**src/rtl/router1_arb_pkg.sv**
```systemverilog
// Shared types and constants for the router1 grant scheduler.
//   arb_state_e     : per-output arbiter state
//   OUT_P/C1/C2     : output indices
//   IN_P/C1/C2      : input indices used by the candidate mapping
//   cand_input()    : which router input is candidate k of output o
//   flit_cnt_width(): width of a counter that must hold 0..max
package router1_arb_pkg;

  localparam int unsigned NUM_OUT = 3;

  localparam int unsigned OUT_P  = 0;
  localparam int unsigned OUT_C1 = 1;
  localparam int unsigned OUT_C2 = 2;

  localparam logic [1:0] IN_P  = 2'd0;
  localparam logic [1:0] IN_C1 = 2'd1;
  localparam logic [1:0] IN_C2 = 2'd2;

  typedef enum logic [1:0] {
    IDLE  = 2'd0,
    ISSUE = 2'd1,
    BUSY  = 2'd2
  } arb_state_e;

  // Candidate-to-input table: P <- {C1, C2}, C1 <- {C2, P}, C2 <- {C1, P}.
  function automatic logic [1:0] cand_input(input int unsigned o, input logic k);
    logic [1:0] in_id;
    case (o)
      OUT_P:   in_id = k ? IN_C2 : IN_C1;
      OUT_C1:  in_id = k ? IN_P  : IN_C2;
      default: in_id = k ? IN_P  : IN_C1;
    endcase
    return in_id;
  endfunction

  function automatic int unsigned flit_cnt_width(input int unsigned max_val);
    return $clog2(max_val + 1);
  endfunction

endpackage

```
**src/rtl/router1_port_arb.sv**
```systemverilog
// One output's 2:1 grant arbiter: round-robin pick, grant token, packet lock.
// Optional watchdog under ROUTER1_ARB_WDOG_EN.
// Ports:
//   CLK, RESET      clock, asynchronous active-high reset
//   req[1:0]        candidate k requests this output
//   grant_valid     grant token valid (registered)
//   grant_sel       granted candidate, stable while grant_valid
//   grant_ready     merge accepts the token
//   flit_fire/tail  flit transferred / it was the tail
//   busy            state != IDLE
//   pkt_len_err     sticky, packet longer than MAX_PKT_FLITS
//   wdog_err        sticky, watchdog abort (0 without the macro)
module router1_port_arb
  import router1_arb_pkg::*;
#(
  parameter int unsigned MAX_PKT_FLITS = 16
`ifdef ROUTER1_ARB_WDOG_EN
  , parameter int unsigned WDOG_CYCLES = 64
`endif
) (
  input  logic       CLK,
  input  logic       RESET,
  input  logic [1:0] req,
  output logic       grant_valid,
  output logic       grant_sel,
  input  logic       grant_ready,
  input  logic       flit_fire,
  input  logic       flit_tail,
  output logic       busy,
  output logic       pkt_len_err,
  output logic       wdog_err
);

  localparam int unsigned CNT_W = flit_cnt_width(MAX_PKT_FLITS);
  localparam logic [CNT_W-1:0] CNT_MAX = CNT_W'(MAX_PKT_FLITS);

  arb_state_e       state_q, state_n;
  logic             sel_q, sel_n;
  logic             rr_q, rr_n;
  logic [CNT_W-1:0] cnt_q, cnt_n;
  logic             len_err_n;
  logic             grant_valid_n;
  logic             busy_n;

`ifdef ROUTER1_ARB_WDOG_EN
  localparam int unsigned WD_W = (WDOG_CYCLES > 2) ? $clog2(WDOG_CYCLES) : 1;
  localparam logic [WD_W-1:0] WD_MAX = WD_W'(WDOG_CYCLES - 1);
  logic [WD_W-1:0] wcnt_q, wcnt_n;
  logic            wdog_n;
`endif

  // Next-state and output decode.
  always_comb begin
    state_n   = state_q;
    sel_n     = sel_q;
    rr_n      = rr_q;
    cnt_n     = cnt_q;
    len_err_n = pkt_len_err;
`ifdef ROUTER1_ARB_WDOG_EN
    wcnt_n    = wcnt_q;
    wdog_n    = wdog_err;
`endif
    case (state_q)
      IDLE: begin
        if (|req) begin
          // Both requesting: round-robin pointer decides; otherwise the lone requester.
          sel_n   = (req == 2'b11) ? rr_q : req[1];
          state_n = ISSUE;
        end
      end
      ISSUE: begin
        // grant_valid is always high here, so ready alone completes the handshake.
        if (grant_ready) begin
          state_n = BUSY;
          cnt_n   = '0;
`ifdef ROUTER1_ARB_WDOG_EN
          wcnt_n  = '0;
`endif
        end
      end
      BUSY: begin
        if (flit_fire) begin
          if (cnt_q == CNT_MAX) len_err_n = 1'b1;
          else                  cnt_n     = cnt_q + CNT_W'(1);
`ifdef ROUTER1_ARB_WDOG_EN
          wcnt_n = '0;
`endif
          if (flit_tail) begin
            state_n = IDLE;
            rr_n    = ~sel_q;
          end
        end
`ifdef ROUTER1_ARB_WDOG_EN
        else if (wcnt_q == WD_MAX) begin
          wdog_n  = 1'b1;
          state_n = IDLE;
          rr_n    = ~sel_q;
        end else begin
          wcnt_n = wcnt_q + WD_W'(1);
        end
`endif
      end
      default: state_n = IDLE;
    endcase
    grant_valid_n = (state_n == ISSUE);
    busy_n        = (state_n != IDLE);
  end

  // State and registered outputs.
  always_ff @(posedge CLK or posedge RESET) begin
    if (RESET) begin
      state_q     <= IDLE;
      sel_q       <= 1'b0;
      rr_q        <= 1'b0;
      cnt_q       <= '0;
      pkt_len_err <= 1'b0;
      grant_valid <= 1'b0;
      busy        <= 1'b0;
    end else begin
      state_q     <= state_n;
      sel_q       <= sel_n;
      rr_q        <= rr_n;
      cnt_q       <= cnt_n;
      pkt_len_err <= len_err_n;
      grant_valid <= grant_valid_n;
      busy        <= busy_n;
    end
  end

  assign grant_sel = sel_q;

`ifdef ROUTER1_ARB_WDOG_EN
  // Watchdog counter and sticky abort flag.
  always_ff @(posedge CLK or posedge RESET) begin
    if (RESET) begin
      wcnt_q   <= '0;
      wdog_err <= 1'b0;
    end else begin
      wcnt_q   <= wcnt_n;
      wdog_err <= wdog_n;
    end
  end
`else
  assign wdog_err = 1'b0;
`endif

endmodule

```
**src/rtl/router1_grant_sched.sv**
```systemverilog
// Grant scheduler for the three 2:1 output merges (P, C1, C2) of a router1 node.
// Build option: ROUTER1_ARB_WDOG_EN enables the per-output BUSY watchdog.
// Ports:
//   CLK, RESET            clock, asynchronous active-high reset
//   req[2o+k]             candidate k wants output o
//   grant_valid/sel[o]    grant token toward merge o
//   grant_ready[o]        merge o accepts the token
//   flit_fire/tail[o]     flit transferred on output o / tail flit
//   busy[o]               output o granted or locked
//   pkt_len_err[o]        sticky packet-length error
//   wdog_err[o]           sticky watchdog abort
module router1_grant_sched
  import router1_arb_pkg::*;
#(
  parameter int unsigned MAX_PKT_FLITS = 16
`ifdef ROUTER1_ARB_WDOG_EN
  , parameter int unsigned WDOG_CYCLES = 64
`endif
) (
  input  logic                 CLK,
  input  logic                 RESET,
  input  logic [NUM_OUT*2-1:0] req,
  output logic [NUM_OUT-1:0]   grant_valid,
  output logic [NUM_OUT-1:0]   grant_sel,
  input  logic [NUM_OUT-1:0]   grant_ready,
  input  logic [NUM_OUT-1:0]   flit_fire,
  input  logic [NUM_OUT-1:0]   flit_tail,
  output logic [NUM_OUT-1:0]   busy,
  output logic [NUM_OUT-1:0]   pkt_len_err,
  output logic [NUM_OUT-1:0]   wdog_err
);

  // One independent arbiter per output; the top only slices buses.
  for (genvar o = 0; o < NUM_OUT; o++) begin : g_out
    router1_port_arb #(
      .MAX_PKT_FLITS(MAX_PKT_FLITS)
`ifdef ROUTER1_ARB_WDOG_EN
      , .WDOG_CYCLES(WDOG_CYCLES)
`endif
    ) u_arb (
      .CLK        (CLK),
      .RESET      (RESET),
      .req        (req[2*o +: 2]),
      .grant_valid(grant_valid[o]),
      .grant_sel  (grant_sel[o]),
      .grant_ready(grant_ready[o]),
      .flit_fire  (flit_fire[o]),
      .flit_tail  (flit_tail[o]),
      .busy       (busy[o]),
      .pkt_len_err(pkt_len_err[o]),
      .wdog_err   (wdog_err[o])
    );
  end

endmodule

```
**config.mk**
```make
export PLATFORM = sky130hd
export DESIGN_NAME = router1_grant_sched
export DESIGN_NICKNAME = d
export VERILOG_FILES = /design/src/rtl/router1_arb_pkg.sv /design/src/rtl/router1_port_arb.sv /design/src/rtl/router1_grant_sched.sv
export SDC_FILE = /design/constraint.sdc
export NUM_CORES = 1
export LEC_CHECK = 0
export CAP_MARGIN = 25
export CORE_MARGIN = 2
export CORE_UTILIZATION = 55
export CTS_CLUSTER_DIAMETER = 100
export DETAILED_ROUTE_END_ITERATION = 10
export PLACE_DENSITY_LB_ADDON = 0.25
export SYNTH_ARGS = -nofsm -noshare
export SYNTH_HDL_FRONTEND = slang
export SYNTH_SLANG_ARGS = --single-unit
```
**constraint.sdc**
```tcl
create_clock -name CLK -period 2.8 [get_ports CLK]
set_input_delay 0.42 -clock CLK [delete_from_list [all_inputs] [get_ports CLK]]
set_output_delay 0.42 -clock CLK [all_outputs]
set_load 0.01 [all_outputs]
```
==> results.sh <==
export IMPL_crit_family="buffers and inverters"
export IMPL_portBuffers=28
export IMPL_synth_edf_count=0
export IMPL_start_util_pct=57.22
export IMPL_vias_per_cell=5.651
export IMPL_grt_util_met1_pct=23.49
export IMPL_drc=0
export IMPL_gp_congestion=0.8895
export IMPL_routed_wl_microns=3389
export IMPL_startpoint_type="flip-flop"
export IMPL_vdd_ir_drop_max_uv=478.0
export IMPL_nets=225
export IMPL_path_clk_slew_ns=0.10
export IMPL_cts_buffers=5
export IMPL_drt_pass1_iter_count=4
export IMPL_outcome="completed"
export IMPL_syn_cell_area_sq_um=1909
export IMPL_antenna_found_initial=0
export IMPL_num_rows=21
export IMPL_setup_tns_ns=0
export IMPL_end_kind="output port"
export IMPL_crit_type="flip-flop to output port"
export IMPL_finClkSkew_ns=0.01274
export IMPL_cp_slowest_cell="clkdlybuf4s50_1"
export IMPL_routedWlPerCell_microns=13.61
export IMPL_fillers=278
export IMPL_drtIter0Drc=55
export IMPL_worst_slew_pin_slew_ns=0.6363
export IMPL_timing_fmax_ghz=0.5875
export IMPL_grt_pass1_wl_microns=6065
export IMPL_global_route_peak_usage_layer="met2"
export IMPL_synthToLayoutAreaGrowth_pct=14.74
export IMPL_p_leak_uw=0.0009510
export IMPL_final_max_slew_viol_count=0
export IMPL_die_x_microns=62.92
export IMPL_finalPower_uw=1803
export IMPL_route_vias_total=1407
export IMPL_ant_nets=0
export IMPL_whs_ns=0.4680
export IMPL_yosys_most_used_dff="dfrtp_1"
export IMPL_maxCapViolations=0
export IMPL_post_cts_setup_buffer_count=0
export IMPL_crit_chain="clkdlybuf4s50_1"
export IMPL_io_pins=32
export IMPL_final_hold_viol_count=0
export IMPL_fp_dieArea_sq_um=3959
export IMPL_grt_ovfl_total=0
export IMPL_drive_gt1_share_pct=8.374
export IMPL_rsz0062_at_grt="no"
export IMPL_clk_latency_ns=0.34
export IMPL_use_met2_pct=33.24
export IMPL_cts_repair_resized=0
export IMPL_synth_warnings=0
export IMPL_arrival_ns=1.28
export IMPL_gr_usage_all_layers_pct=19.71
export IMPL_dieHeight_microns=62.92
export IMPL_place_detailed_hpwl_microns=2464
export IMPL_postLayoutCoreUtil_pct=65.65
export IMPL_critPathRequiredTime_ns=2.38
export IMPL_synth_top_cell_area_share_pct=47.18
export IMPL_cts_root_buf="clkbuf_4"
export IMPL_critPathMaxStageDelay_ns=0.55
export IMPL_grt_max_degree=37
export IMPL_synth_area_leaders="dfrtp_1 (47%), buf_4 (5.9%), ha_1 (3.9%)"
export IMPL_netlist_instances=183
export IMPL_cts_tree="built"
export IMPL_finalCriticalPeriod_ns=1.702
export IMPL_async_flop_share_pct=100.0
export IMPL_max_slew_margin_pct=57.49
export IMPL_ys_seq_area_share_pct=47.18
export IMPL_syn_avg_cell_area_sq_um=10.43
export IMPL_power_per_cell_area_nw_per_um2=822.9
export IMPL_met3_usage_pct=5.045
export IMPL_clock_path_buffers=2
export IMPL_diodes=0
export IMPL_crit_fanout=3
export IMPL_synth_top_area_cell="dfrtp_1"
export IMPL_cts_max_level=2
export IMPL_fin_crit_sh_pct=60.79
export IMPL_ys_ff_latch=36
export IMPL_worst_path_buf_inv=1
export IMPL_setup_viol=0
export IMPL_core_sq_um=3337
export IMPL_grt_pass1_vias=1371
export IMPL_synth_cell_types=39
export IMPL_rrSetupSlack_ns=1.18
export IMPL_cts_sinks=36
export IMPL_hp_class="input pin to asynchronous set/reset pin"
export IMPL_holdBufCountCts=0
stage by stage:
| stage | cells | area, sq um | setup slack (ns) |
|---|---|---|---|
| floorplan | 185 | 1917 | 1.297 |
| global placement | 241 | 2132 | 0.9724 |
| detailed placement | 241 | 2132 | 0.9121 |
| CTS | 249 | 2191 | 1.095 |
| global route | 249 | 2191 | 1.036 |
| finish | 249 | 2191 | 1.098 |
path summary, 6_finish.rpt:
check	cells past startpoint	startpoint	to
setup / recovery	1	g_out[0].u_arb.grant_sel	grant_sel[0]
hold / removal	3	RESET	g_out[0].u_arb.grant_sel
setup reg to reg	5	g_out[2].u_arb.cnt_q[0]	g_out[2].u_arb.cnt_q[1]
hold reg to reg	1	g_out[0].u_arb.pkt_len_err	g_out[0].u_arb.pkt_len_err
max in group asynchronous	3	RESET	g_out[2].u_arb.cnt_q[1]
min in group CLK	1	g_out[0].u_arb.pkt_len_err	g_out[0].u_arb.pkt_len_err
tightest hold or removal path, delay by kind of cell:
| family | cells | cell delay (ns) |
|---|---|---|
| buffers and inverters | 3 | 0.82 |
registers in the layout, indices dropped and copies added, names as in the netlist:
signal / cells
g_out.u_arb.pkt_len_err: 3
g_out.u_arb.state_q: 6
g_out.u_arb.grant_valid: 3
g_out.u_arb.cnt_q: 15
g_out.u_arb.busy: 3
g_out.u_arb.rr_q: 3
g_out.u_arb.grant_sel: 3
power breakdown:
group | switching, uW | total (uW) | internal (uW) | leakage (uW)
clock network | 157 | 281 | 124 | 0.0000326
registers | 170 | 867 | 696 | 0.000460
logic | 313 | 655 | 342 | 0.000459
per-layer routing:
layer,wire length (microns),up-vias
met5,0,-
met4,67,0
met3,126,7
met2,1682,28
met1,1513,678
li1,-,694
area by class of cell:
class                   count  area [sq um]  area share, %
clock buffers               8         58.81          2.684
inverters                  12         45.04          2.056
multi-input cells         118         840.8          38.38
flip-flops and latches     36         900.9          41.12
well taps                  46         57.56          2.627
repair buffers             29         287.8          13.14
cells by family after synthesis:
group | synth area share (%)
muxes | 3.735
AOI/OAI and AO/OA | 17.76
and+or+nand+nor | 18.02
buffers and inverters | 9.174
other | 0.1964
adders and majority gates | 3.932
DFF | 47.18
cells in the mapped netlist (2+ instances only):
cell type,n
dfrtp_1,36
buf_4,15
inv_1,12
nand2_1,10
nand3_1,10
nand3b_1,8
nor2b_1,7
a211oi_1,6
ha_1,6
a21oi_1,5
a31oi_1,5
mux2_2,5
o211ai_1,5
a22o_1,4
nor2_1,4
o21ai_1,4
a31o_2,3
a32o_1,3
nand2b_1,3
nor3_1,3
or2_1,3
a211o_1,2
a41oi_1,2
and3b_1,2
and4bb_1,2
buf_2,2
clkbuf_1,2
o21ai_0,2
o22ai_1,2
cells in the final DEF, fill, tap and decap left out, types with 2 or more instances in the layout:
cell             count
dfrtp_1             36
clkdlybuf4s50_1     28
inv_1               12
nand3_1             10
nand2_1             10
nand3b_1             8
nor2b_1              7
a211oi_1             6
ha_1                 6
a31oi_1              5
mux2_2               5
o211ai_1             5
a21oi_1              5
clkbuf_4             5
o21ai_1              4
a22o_1               4
nor2_1               4
or2_1                3
a32o_1               3
a31o_2               3
nor3_1               3
nand2b_1             3
conb_1               3
a41oi_1              2
and4bb_1             2
o22ai_1              2
and3b_1              2
o21ai_0              2
a211o_1              2
clkbuf_1             2
Note: power is estimated with default switching activity, not from simulation.
